==> src/rtl/johnson_pkg.sv <==
// Shared types and pure helpers for decoding Johnson-coded counter words.
// Functions take the word width as an argument and operate on MAX_N-bit zero-extended words.
package johnson_pkg;

  localparam int MAX_N = 16;

  typedef enum logic [1:0] {ACQ, TRACK, LOCKED} johnson_state_t;

  function automatic logic [MAX_N-1:0] johnson_mask(input int k);
    logic [MAX_N-1:0] m;
    m = '0;
    for (int j = 0; j < MAX_N; j++) begin
      if (j < k) m = {m[MAX_N-2:0], 1'b1};
    end
    return m;
  endfunction

  // Legal words are a single run of ones anchored at either end of the n-bit word.
  function automatic logic johnson_is_legal(input logic [MAX_N-1:0] code, input int n);
    logic [MAX_N-1:0] lsb_run;
    logic [MAX_N-1:0] msb_run;
    logic legal;
    legal = 1'b0;
    for (int k = 0; k <= MAX_N; k++) begin
      if (k <= n) begin
        lsb_run = johnson_mask(k);
        msb_run = johnson_mask(n) & ~johnson_mask(n - k);
        if (code == lsb_run || code == msb_run) legal = 1'b1;
      end
    end
    return legal;
  endfunction

  function automatic int johnson_to_index(input logic [MAX_N-1:0] code, input int n);
    logic [MAX_N-1:0] c;
    logic [MAX_N-1:0] msb_word;
    int pop;
    int idx;
    c = code;
    pop = 0;
    for (int j = 0; j < MAX_N; j++) begin
      pop += int'(c[0]);
      c = c >> 1;
    end
    msb_word = code >> (n - 1);
    if (!msb_word[0]) idx = n - pop;
    else if (pop == n) idx = 0;
    else idx = n + pop;
    return idx;
  endfunction

  function automatic int johnson_next(input int idx, input int states);
    return (idx + 1 >= states) ? 0 : idx + 1;
  endfunction

endpackage

==> src/rtl/johnson_decode_comb.sv <==
// Combinational Johnson word classifier: legality flag and sequence index.
module johnson_decode_comb
  import johnson_pkg::*;
#(
  parameter int N  = 4,
  parameter int IW = $clog2(2 * N)
) (
  input  logic [N-1:0]  code,
  output logic          legal,
  output logic [IW-1:0] idx
);

  logic [MAX_N-1:0] wide;

  always_comb begin
    wide  = MAX_N'(code);
    legal = johnson_is_legal(wide, N);
    idx   = IW'(johnson_to_index(wide, N));
  end

endmodule

==> src/rtl/johnson_decoder.sv <==
// Johnson word decoder with sequence checking, lock tracking and a saturating error counter.
module johnson_decoder
  import johnson_pkg::*;
#(
  parameter int N        = 4,
  parameter int IW       = $clog2(2 * N),
  parameter int LOCK_LEN = 4,
  parameter int ERR_W    = 8
) (
  input  logic             clk,
  input  logic             rst,
  input  logic [N-1:0]     code_in,
  input  logic             code_valid,
  input  logic             err_clr,
  output logic [IW-1:0]    index_out,
  output logic             index_valid,
  output logic             illegal,
  output logic             seq_err,
  output logic             locked,
  output logic [ERR_W-1:0] err_count
);

  localparam int GW = $clog2(LOCK_LEN + 1);
  localparam logic [ERR_W-1:0] ERR_MAX = {ERR_W{1'b1}};

  johnson_state_t state, next_state;
  logic [IW-1:0]  prev, next_prev;
  logic [GW-1:0]  good, next_good;
  logic           legal;
  logic [IW-1:0]  idx;
  logic           in_seq;
  logic           ill_ev;
  logic           seq_ev;
  logic           err_ev;

  johnson_decode_comb #(.N(N), .IW(IW)) u_decode (
    .code  (code_in),
    .legal (legal),
    .idx   (idx)
  );

  always_ff @(posedge clk or negedge rst) begin
    if (!rst) begin
      state       <= ACQ;
      prev        <= '0;
      good        <= '0;
      index_out   <= '0;
      index_valid <= 1'b0;
      illegal     <= 1'b0;
      seq_err     <= 1'b0;
      locked      <= 1'b0;
      err_count   <= '0;
    end else begin
      state       <= next_state;
      prev        <= next_prev;
      good        <= next_good;
      index_valid <= code_valid && legal;
      illegal     <= ill_ev;
      seq_err     <= seq_ev;
      locked      <= (next_state == LOCKED);
      if (code_valid && legal) index_out <= idx;
      // A clear coinciding with an error keeps that error counted.
      if (err_clr) err_count <= err_ev ? ERR_W'(1) : '0;
      else if (err_ev && err_count != ERR_MAX) err_count <= err_count + ERR_W'(1);
    end
  end

  always_comb begin
    next_state = state;
    next_prev  = prev;
    next_good  = good;
    ill_ev     = 1'b0;
    seq_ev     = 1'b0;
    in_seq     = (idx == IW'(johnson_next(int'(prev), 2 * N)));
    if (code_valid) begin
      if (!legal) begin
        ill_ev     = 1'b1;
        next_state = ACQ;
        next_good  = '0;
      end else begin
        next_prev = idx;
        unique case (state)
          ACQ: begin
            next_good  = GW'(1);
            next_state = (LOCK_LEN == 1) ? LOCKED : TRACK;
          end
          TRACK: begin
            if (in_seq) begin
              next_good = good + GW'(1);
              if (next_good >= GW'(LOCK_LEN)) next_state = LOCKED;
            end else begin
              next_good = GW'(1);
            end
          end
          LOCKED: begin
            if (!in_seq) begin
              seq_ev     = 1'b1;
              next_good  = GW'(1);
              next_state = TRACK;
            end
          end
          default: next_state = ACQ;
        endcase
      end
    end
  end

  assign err_ev = ill_ev || seq_ev;

endmodule

==> config.mk <==
export PLATFORM = sky130hd
export DESIGN_NAME = johnson_decoder
export DESIGN_NICKNAME = d
export VERILOG_FILES = /design/src/rtl/johnson_pkg.sv /design/src/rtl/johnson_decode_comb.sv /design/src/rtl/johnson_decoder.sv
export SDC_FILE = /design/constraint.sdc
export NUM_CORES = 1
export LEC_CHECK = 0
export CAP_MARGIN = 20
export CORE_UTILIZATION = 50
export DETAILED_ROUTE_END_ITERATION = 12
export GPL_TIMING_DRIVEN = 0
export PLACE_DENSITY = 0.76
export REMOVE_ABC_BUFFERS = 1
export SLEW_MARGIN = 20
export SYNTH_ARGS = -nofsm -noshare
export SYNTH_HDL_FRONTEND = slang
export SYNTH_SLANG_ARGS = --single-unit
==> constraint.sdc <==
create_clock -name clk -period 5.5 [get_ports clk]
set_clock_uncertainty 0.2 [all_clocks]
set_input_delay 0.55 -clock clk [delete_from_list [all_inputs] [get_ports clk]]
set_output_delay 0.55 -clock clk [all_outputs]
set_load 0.005 [all_outputs]
Yosys cells after proc, flatten, opt, wreduce, memory -nomap -nowiden

Cells that the tools add are included.

Word-level logic and storage cells: 74
Bits in registers: 23
Output and inout port bits: 15

Add/subtract/negate cells: 8
$lt $le $gt $ge: 2
Reduce and logical (&&, ||, !) cells: 13
Multiplexer cells: 27
Eq/ne operators: 15

Operators by type and width:

| cell                  | count |
|---|---|
| $add A32 B2 Y32       | 2 |
| $eq A32 B4 Y1 const B | 1 |
| $mux W3               | 6 |
| $eq A4 B4 Y1 const B  | 4 |
| $logic_not A16 Y1     | 1 |
| $mux W8               | 2 |
| $mux W1               | 12 |
| $mux W2               | 5 |
| $pmux W3 S3           | 1 |
| $add A8 B1 Y8 const B | 1 |
| $ne A8 B8 Y1 const B  | 1 |
| $pmux W2 S3           | 1 |
| $logic_or A1 B1 Y1    | 5 |
| $add A3 B1 Y4 const B | 1 |
| $eq A2 B2 Y1 const B  | 2 |
| $eq A4 B1 Y1 const B  | 1 |
| $eq A4 B2 Y1 const B  | 1 |
| $eq A4 B3 Y1 const B  | 1 |
| $ge A4 B4 Y1 const B  | 1 |
| $logic_not A4 Y1      | 1 |
| $ne A4 B1 Y1 const B  | 1 |
| $add A3 B1 Y3 const B | 1 |
| $add A3 B3 Y3 const A | 1 |
| $eq A3 B3 Y1          | 1 |
| 10 further kinds      | 11 |

Longest topological paths before layout

Depth after elaboration: 15
Mapped depth: 15

Hierarchy

A second synthesis with hierarchy kept.

Cells, all modules: 140
Area, all modules: 1330.0 um^2

By module, submodules not included:

| module              | cells each | area each (um^2) | seq. area each (um^2) | instances |
|---|---|---|---|---|
| johnson_decoder     | 118        | 1126.1           | 500.5                 | 1 |
| johnson_decode_comb | 22         | 203.9            | 0.0                   | 1 |

Worst setup path after synthesis

Ideal clock, no wire load.

Path type: in2reg
From: in code_in[0]
To: reg err_count[6]
Data required time: 5.223 ns
Arrival: 2.990 ns
Buffers on the path: 1
Cell stages on the path: 15
Setup slack: 2.232 ns
Library setup time: 0.077 ns
Path through: inv_1 > ha_1 > inv_1 > fa_1 > inv_1 > ha_1 > inv_1 > ha_1 > mux2i_1 > xnor2_1 > nand3b_1 > o211ai_2 > buf_6 > or3_1 > a21oi_1

Cells in the longest elaborated chain, start to end: 14
Elaborated cells on any way between the ends: 36

Ends and longest elaborated chain:

| what                                                  | line                                 | RTL |
|---|---|---|
| from (decl)                                           | johnson_decoder.sv:12                | `input logic [N-1:0] code_in,` |
| $add A1 B1 Y2                                         | johnson_pkg.sv:42                    | `pop += int'(c[0]);` |
| $add A32 B2 Y32 (2 in series)                         | johnson_pkg.sv:42                    |  |
| $add A3 B3 Y3 / $eq A32 B4 Y1 (equally long branches) | johnson_pkg.sv:48, johnson_pkg.sv:47 |  |
| $mux W3                                               | johnson_pkg.sv:47                    | `else if (pop == n) idx = 0;` |
| $mux W3                                               | johnson_pkg.sv:46                    | `if (!msb_word[0]) idx = n - pop;` |
| $eq A3 B3 Y1                                          | johnson_decoder.sv:74                | `in_seq = (idx == IW'(johnson_next(int'(prev), 2 * N)));` |
| $mux W1                                               | johnson_decoder.sv:96                | `if (!in_seq) begin` |
| $mux W1                                               | johnson_decoder.sv:82                | `unique case (state)` |
| $mux W1                                               | johnson_decoder.sv:76                | `if (!legal) begin` |
| $mux W1                                               | johnson_decoder.sv:75                | `if (code_valid) begin` |
| $logic_or A1 B1 Y1 *                                  | johnson_decoder.sv:108               | `assign err_ev = ill_ev \|\| seq_ev;` |
| $logic_and A1 B1 Y1 *                                 | johnson_decoder.sv:64                | `else if (err_ev && err_count != ERR_MAX) err_count <= err_count + ERR_W'(1);` |
| $reduce_bool A2 Y1 (no source line) *                 | n/a                                  |  |
| to (signal assigned)                                  | johnson_decoder.sv:63                | `if (err_clr) err_count <= err_ev ? ERR_W'(1) : '0;` |
| to (signal assigned)                                  | johnson_decoder.sv:64                |  |
| to (decl)                                             | johnson_decoder.sv:20                | `output logic [ERR_W-1:0] err_count` |

Every way passes the cells marked *; elsewhere a longest branch is shown, timed or not.
A chain may end at the register's enable or synchronous reset.

Final worst setup path

From: in code_in[0]
To: reg err_count[5]

The elaborated chain is that of the path after synthesis.

==> impl_metrics.toml <==
[logic_synthesis]
yosys.area.top_type = "dfrtp_1"
synth_cell_types = 38
yosys-top-cells-count = "20 x dfrtp_1, 15 x o21ai_0, 14 x inv_1, 11 x a21oi_1"
synth-seq-cells = 20
yosysWarningCount = 0
yosys.area_share.simple_pct = 19.81
asyncSetResetFlopFracSynth_pct = 100.0
ys_seq_area_share_pct = 38.65
synth_area_leaders = "dfrtp_1 39%, ha_1 9.7%, o21ai_0 5.8%"
synth.most_common_cell = "dfrtp_1"
muxShareOfSynthArea_pct = 3.961
synth_edf_count = 0
synthAdderAreaFrac_pct = 11.21
synth_compound_area_share_pct = 16.52
syn-cell-area_sq_um = 1295
avgSynthCellArea_sq_um = 9.384
synth_top_family_by_area = "simple AND/OR/NAND/NOR gates"
synth_top_area_share_pct = 38.65
synthXorXnorAreaFrac_pct = 4.058
synthCells = 138
ys.flop_type = "dfrtp_1"

[setup_path]
path_common_cell = "inv_1"
path_delay_family = "adder cells"
crit_path_start_kind = "input port"
worstPathArrival_ps = 3860
worstSetupPathType = "input port to flop"
cp-startpoint = "code_in[0]"
rr_startpoint = "index_out[0]"
path_cells = "clkdlybuf4s50_1 > inv_1 > ha_1 > inv_1 > fa_1 > inv_1 > ha_1 > inv_1 > ha_1 > xnor2_1 > mux2i_1 > xnor2_1 > o211ai_2 > or3_2 > a21oi_1"
crit_slowest_cell = "or3_2"
worstPathMaxFanout = 14
critPathBufInv = 5
required_ps = 5550
end_kind = "flop"
cp_slowest_stage_delay_ps = 530

[die]
start_util_pct = 52.75
boundaryPins = 23
fp.dieArea_sq_um = 2797
core_sq_um = 2455
num_rows = 18
die_h_microns = 52.89
die_w_microns = 52.89

[power]
p_sw_w = 0.0001368
p_total_w = 0.0004368
powerDensity_nw_per_um2 = 276.0
clock_power_share_pct = 28.1
p_int_w = 0.0003001
switching_share_pct = 31.31
p_comb_share_pct = 32.4
ir_worst_vdd_v = 0.0002728
pwr-share-seq_pct = 39.5
leakagePower_nw = 0.7002

[clocking]
tritoncts = "yes"
clk_path_buf_depth = 2
clk_pin_slew_ps = 130
clk_latency_ps = 310
clock-sinks = 20
cts_setup_buffers = 0
htree_levels = 1
cts_resized = 0
cts-root-buf = "clkbuf_4"
cts_inserted_buffers = 3
postCtsHoldBufs = 0

[global_route]
use_met2_pct = 35.44
grtUsageTotal_pct = 20.44
antenna_found_initial = 0
use_met3_pct = 3.448
grt_busiest_layer = "met2"
grt_max_degree = 21
overflow = 0
use_met1_pct = 25.13
grt_pass1_vias = 985
grt_pass1_wl_mm = 4.181

[sta]
finalHoldViolCount = 0
setup_viol = 0
finalSetupTns_ps = 0
timing.fmax_mhz = 262.2
slew-limit-headroom_pct = 40.42
worst_slack_ps = 1686
period_share_pct = 69.35
finalMaxSlewViolations = 0
finalCriticalPeriod_ps = 3814
rsz0062_at_grt = "false"
fin_hold_ws_ps = 337.7
worst_pin_slew_ps = 891.0

[cells_and_area]
final_cell_area_sq_um = 1583
area_delta_synth_final_pct = 22.22
nets = 181
antenna_cells = 0
layout-drive-gt1-share_pct = 9.938

[routing]
routed_wl_mm = 2.527
via_count = 1073
vias_per_cell = 5.618
drtIter0Drc = 23
first_pass_iters = 6
drc = 0
wire_per_inst_microns = 13.23
ant_nets = 0

[place]
place.gp.congestion = 0.8747
place_area_sq_um = 1530
dpl_worst_slack_ps = 1339
dp_hpwl_mm = 1.936
io_buffers = 22

[run]
cap_violations = 0

[status]
status = "finished, final reports clean"

[worst_hold_path]
hp-start = "state[0]"
hold_class = "flop to flop"
[sequential cells by signal (all words and copies together) (netlist names)]
name / count
index_out: 3
err_count: 8
index_valid: 1
seq_err: 1
state: 2
good: 3
locked: 1
illegal: 1
[per-stage QoR]
step                instances  utilization, %
finish                    191           64.48
global route              191           64.48
CTS                       191           64.48
detailed placement        187           62.33
global placement          187           62.33
floorplan                 135               -
[power groups by stage]
stage	Combinational, W	Sequential [W]	Clock, W
6_report	0.000141	0.000173	0.000123
5_1_grt	0.000157	0.000175	0.000130
4_1_cts	0.000143	0.000173	0.000122
3_5_place_dp	0.000142	0.000175	0
3_3_place_gp	0.000137	0.000175	0
2_1_floorplan	0.0000914	0.000175	0
[area by class of cell]
type / count / area [sq um]
multi-input combinational: 101 / 719.4
tap: 30 / 37.54
fill: 225 / 872.1
inverter: 14 / 52.55
timing repair buffer: 22 / 220.2
sequential: 20 / 500.5
clock inverter: 1 / 30.03
clock buffer: 3 / 22.52
[kinds of logic after synthesis]
group | Yosys count
compound gates | 35
xor+xnor | 6
fa+ha+maj | 11
buf+inv | 17
flops | 20
mux | 5
simple gates | 44
[final timing paths]
check | cells after the start | slack, ps | to
min in group asynchronous | 1 | 520 | err_count[5]
min | 1 | 340 | good[1]
max | 15 | 1690 | err_count[5]
min reg2reg | 1 | 340 | good[1]
max reg2reg | 7 | 3090 | err_count[5]
max in group asynchronous | 1 | 4020 | index_out[1]
[routing by layer]
layer	share of wire [%]	wire, microns	up-vias
met5	0	0	-
met4	0.71	18	0
met3	3.2	80	3
met2	51	1299	24
met1	45	1129	504
li1	-	-	542
[cells in the final DEF (no fill, tap or decap), types with 2 or more instances in the layout]
cell type	n
or3_1	2
dfrtp_1	20
o221ai_1	2
nand3b_1	2
nand2_1	9
or3_2	4
nand3_1	10
inv_1	14
nor2_1	5
xor2_1	2
clkbuf_4	3
mux2i_1	4
o21ai_0	15
ha_1	10
a21oi_1	11
xnor2_1	4
and3_1	2
clkdlybuf4s50_1	22
[worst reg2reg max path, delay by kind of cell, from the launching register on]
family | cells | cell delay [ps]
AO/OA/AOI/OAI | 3 | 550
AND/OR/NAND/NOR | 1 | 530
flip-flops | 1 | 450
XOR/XNOR | 1 | 250
adder cells (fa/ha/maj) | 1 | 230
multiplexers | 1 | 150
(Power assumes the default switching activity.)
